[config.mk]
export PLATFORM = sky130hd
export DESIGN_NAME = not_i2s_decoder_mc
export DESIGN_NICKNAME = d
export VERILOG_FILES = /design/src/rtl/not_i2s_decoder_mc.sv
export SDC_FILE = /design/constraint.sdc
export NUM_CORES = 1
export LEC_CHECK = 0
export BUFFER_PORTS_ARGS = -buffer_cell sky130_fd_sc_hd__clkbuf_2
export CORE_UTILIZATION = 50
export CTS_BUF_LIST = sky130_fd_sc_hd__clkbuf_2 sky130_fd_sc_hd__clkbuf_4 sky130_fd_sc_hd__clkbuf_8
export DETAILED_ROUTE_END_ITERATION = 12
export PLACE_DENSITY = 0.73
export SLEW_MARGIN = 20
export SYNTH_ARGS = -nofsm -noshare
export SYNTH_HDL_FRONTEND = slang
export SYNTH_SLANG_ARGS = --single-unit
[constraint.sdc]
create_clock -name clk -period 1.5 [get_ports clk]
set_clock_uncertainty 0.15 [all_clocks]
set_input_delay 0.15 -clock clk [delete_from_list [all_inputs] [get_ports clk]]
set_output_delay 0.15 -clock clk [all_outputs]
set_load 0.05 [all_outputs]
[src/rtl/not_i2s_decoder_mc.sv]
// Serial decoder: SYNC byte followed by CHANNELS samples of WIDTH bits, MSB first on rising sck.
// Define NSI2S_WATCHDOG_EN to add the loss-of-lock watchdog (TIMEOUT clk cycles).
module not_i2s_decoder_mc #(
   parameter int         WIDTH    = 16,
   parameter int         CHANNELS = 2,
   parameter logic [7:0] SYNC     = 8'hAA,
   parameter int         TIMEOUT  = 1048576
) (
   input  logic                      clk,
   input  logic                      rst,
   input  logic                      sck,
   input  logic                      sd,
   output logic [CHANNELS*WIDTH-1:0] samples,
   output logic                      sample_valid,
   output logic                      locked
);
   localparam int N  = CHANNELS * WIDTH;
   localparam int SW = 8 + N - 1;

   logic          sck_m, scks, sck_prev;
   logic          sd_m, sds;
   logic [SW-1:0] shreg;
   logic [SW:0]   cand;
   logic          edge_det;
   logic          hit;
   logic          wd_fire;
   logic [N-1:0]  frame_ord;

   always_ff @(posedge clk) begin
      if (rst) begin
         sck_m    <= 1'b0;
         scks     <= 1'b0;
         sck_prev <= 1'b0;
         sd_m     <= 1'b0;
         sds      <= 1'b0;
      end else begin
         sck_m    <= sck;
         scks     <= sck_m;
         sck_prev <= scks;
         sd_m     <= sd;
         sds      <= sd_m;
      end
   end

   assign edge_det = scks & ~sck_prev;
   assign cand     = {shreg, sds};
   assign hit      = edge_det && (cand[SW -: 8] == SYNC);

   // Earliest-received channel sits highest in the candidate; channel 0 goes to the low lane.
   for (genvar k = 0; k < CHANNELS; k++) begin : g_ch
      assign frame_ord[k*WIDTH +: WIDTH] = cand[N-1-k*WIDTH -: WIDTH];
   end

   // Clearing on a match keeps an overlapping frame from re-triggering early.
   always_ff @(posedge clk) begin
      if (rst)
         shreg <= '0;
      else if (edge_det)
         shreg <= hit ? '0 : cand[SW-1:0];
   end

`ifdef NSI2S_WATCHDOG_EN
   localparam int CW = $clog2(TIMEOUT + 1);
   logic [CW-1:0] wd_cnt;

   assign wd_fire = !hit && (wd_cnt == CW'(TIMEOUT - 1));

   always_ff @(posedge clk) begin
      if (rst || hit)
         wd_cnt <= '0;
      else if (wd_cnt != CW'(TIMEOUT))
         wd_cnt <= wd_cnt + CW'(1);
   end
`else
   assign wd_fire = 1'b0;
`endif

   always_ff @(posedge clk) begin
      if (rst) begin
         samples      <= '0;
         sample_valid <= 1'b0;
         locked       <= 1'b0;
      end else begin
         sample_valid <= hit;
         if (hit) begin
            samples <= frame_ord;
            locked  <= 1'b1;
         end else if (wd_fire) begin
            samples <= '0;
            locked  <= 1'b0;
         end
      end
   end
endmodule

==> flow_summary.ini <==
[die]
die_h_um = 78.6
core_um2 = 5570
design.die.area_um2 = 6180
start_util_pct = 52.6
fp.dieW_um = 78.6
rows = 27
pin_count = 38

[timing]
fin_hold_ws_ns = 0.0462
slew_viol_final = 0
rsz0062_at_grt = true
setup_tns_ns = -5.79
fmax_ghz = 0.609
fin_ws_ns = -0.143
finalSetupViolCount = 66
period_share_pct = 110
finalHoldViolations = 0
tightest_slew_ns = 0.410
max_slew_margin_pct = 72.6
finalCriticalPeriod_ns = 1.64

[layout]
antennaDiodeCount = 0
drive_above_1_share_pct = 29.4
area_growth_pct = 24.4
fillers = 445
nNetsFinal = 323

[synthesis]
synth.most_common_cell = dfxtp_1
syn_area_per_cell_um2 = 11.2
synthTopCellsByCount = 78 x dfxtp_1, 65 x nand2b_1, 32 x mux2i_1, 30 x a22o_1, 12 x clkbuf_1
synth_nets = 265
synth_area_leader_cell = dfxtp_1
synth_edf_count = 0
synthCells = 261
ys.flop_type = dfxtp_1
async_reset_ff_share_pct = 0
syn_area_um2 = 2930
synth_seq_area_share_pct = 53.2
yosysWarnings = 0
yosysTopAreaCellShare_pct = 53.2
synthDistinctLibCells = 22
ys_ff_latch = 78
synth_area_leaders = dfxtp_1 53%, nand2b_1 14%, mux2i_1 11%

[setup_path]
cp-start-kind = flop
critPathLaunch = shreg[34]$_SDFFE_PP0P_
cp_max_fo = 6
worstSetupEndpointType = flop
worstPathRequired_ns = 1.58
path_class = flop to flop
arrival_ns = 1.73
rr_startpoint = shreg[34]$_SDFFE_PP0P_

[clock_tree]
cts_buffer_depth = 2
cts_buffers = 9
cts.sinks = 78
htreeDepth = 3
clkSlewWorstSetupHoldPaths_ns = 0.07
cts-root-buf = clkbuf_8
cts_tree = built
clk_latency_ns = 0.34

[routing]
post_drt_wl_per_cell_um = 14.4
vias_per_cell = 5.09
vias = 2011
drc = 0
ant_nets = 0
drt_wl_total_um = 5700
firstDrtPassIters = 4
drt-initial-drc-count = 99

[worst_hold_path]
holdCritPathClass = primary input to flop
hold_start = rst

[placement]
gp_congestion = 0.789
portBuffers = 37
dp_hpwl_um = 3250

[global_route]
gr-usage-all-layers_pct = 18.3
grt_max_degree = 39
grt_pass1_vias = 1840
antenna_found_initial = 0
grt_first_pass_wirelength_um = 8570
grt-ovfl-total = 0

[status]
status = finished, violations left
violations = setup timing

[power]
power.total_w = 0.00363
leakage_nw = 1.38
vdd_ir_drop_max_mv = 0.535
power_density_nw_per_um2 = 993

[flow_run]
max_cap_violations = 0
[through the flow]
stage	utilization, %	setup WS, ns	std cells	area [um2]
after floorplan	-	-0.0493	261	2950
after global placement	59.1	-0.0539	371	3290
after detailed placement	59.1	-0.111	371	3290
after CTS	62.8	-0.0595	388	3500
after global routing	65.5	-0.182	395	3650
final	65.5	-0.143	395	3650
[power breakdown]
group,total [W],internal [W],leakage [nW],switching (W)
combinational,0.000150,0.0000767,0.653,0.0000738
sequential,0.00208,0.00208,0.631,0.00000518
clock,0.00139,0.000673,0.0910,0.000720
total,0.00363,0.00283,1.38,0.000799
[worst paths after layout]
path,to,cells past startpoint,slack [ns]
setup reg to reg,shreg[35]$_SDFFE_PP0P_,6,-0.14
setup / recovery,shreg[35]$_SDFFE_PP0P_,6,-0.14
hold reg to reg,sds$_SDFF_PP0_,1,0.30
hold / removal,shreg[38]$_SDFFE_PP0P_,3,0.05
[state kept, by name, summed over array words and instances, names as in the netlist]
name / count
scks: 1
sd_m: 1
sck_prev: 1
sck_m: 1
sample_valid: 1
samples: 32
sds: 1
locked: 1
shreg: 39
[cell families (layout without fill, tap and decap cells)]
logic type,after synthesis,count (layout),share of synthesized area [%]
and+or+nand+nor,89,89,19.2
DFF,78,78,53.2
AOI/OAI and AO/OA,42,42,12.3
muxes,32,32,10.9
buffers and inverters,20,82,4.35
[layer usage]
layer | vias up | routed length, um | track usage (%)
li1 | 1016 | - | -
met1 | 946 | 2790 | 22.9
met2 | 35 | 2630 | 28.7
met3 | 14 | 140 | 4.19
met4 | 0 | 135 | 10.6
met5 | - | 0 | 0
[cells in the final DEF (no fill, tap or decap), drive strengths merged]
cell type	instances
nand3b	1
mux2i	32
dfxtp	78
nand2b	65
a211oi	2
nor4	1
clkinv	3
nor2b	6
nand2	9
buf	24
dlygate4sd3	2
inv	1
nor3	1
a31oi	1
clkbuf	51
a22o	34
nor2	3
a21oi	4
nand4bb	1
o21ai	1
clkinvlp	1
and4bb	2
[repair_timing]
action                                 in CTS  in global routing
buffers inserted                            0                  2
cloned                                      0                  5
endpoints found under the hold margin       2                  0
pin swaps                                   1                 32
gates resized for setup                     5                  8
setup endpoints to repair                  66                 66
hold buffers                                2                  0
[area by class of cell]
class                      count  area (um2)  share of cell area, %
sequential                    78        1570                   43.0
multi-input combinational    163        1290                   35.4
timing repair buffer          66         520                   14.3
clock buffer                  11         151                   4.15
tap                           72        90.1                   2.47
clock inverter                 4        22.5                  0.617
inverter                       1        3.75                  0.103
[worst max-delay path, stage by stage (launching register included)]
cell and delay (ns):
dfxtp_1 0.37, buf_4 0.14, and4bb_4 0.26, a211oi_4 0.06, buf_6 0.15, buf_12 0.14, a22o_2 0.26
No activity file was read; power rests on OpenSTA's default activity.
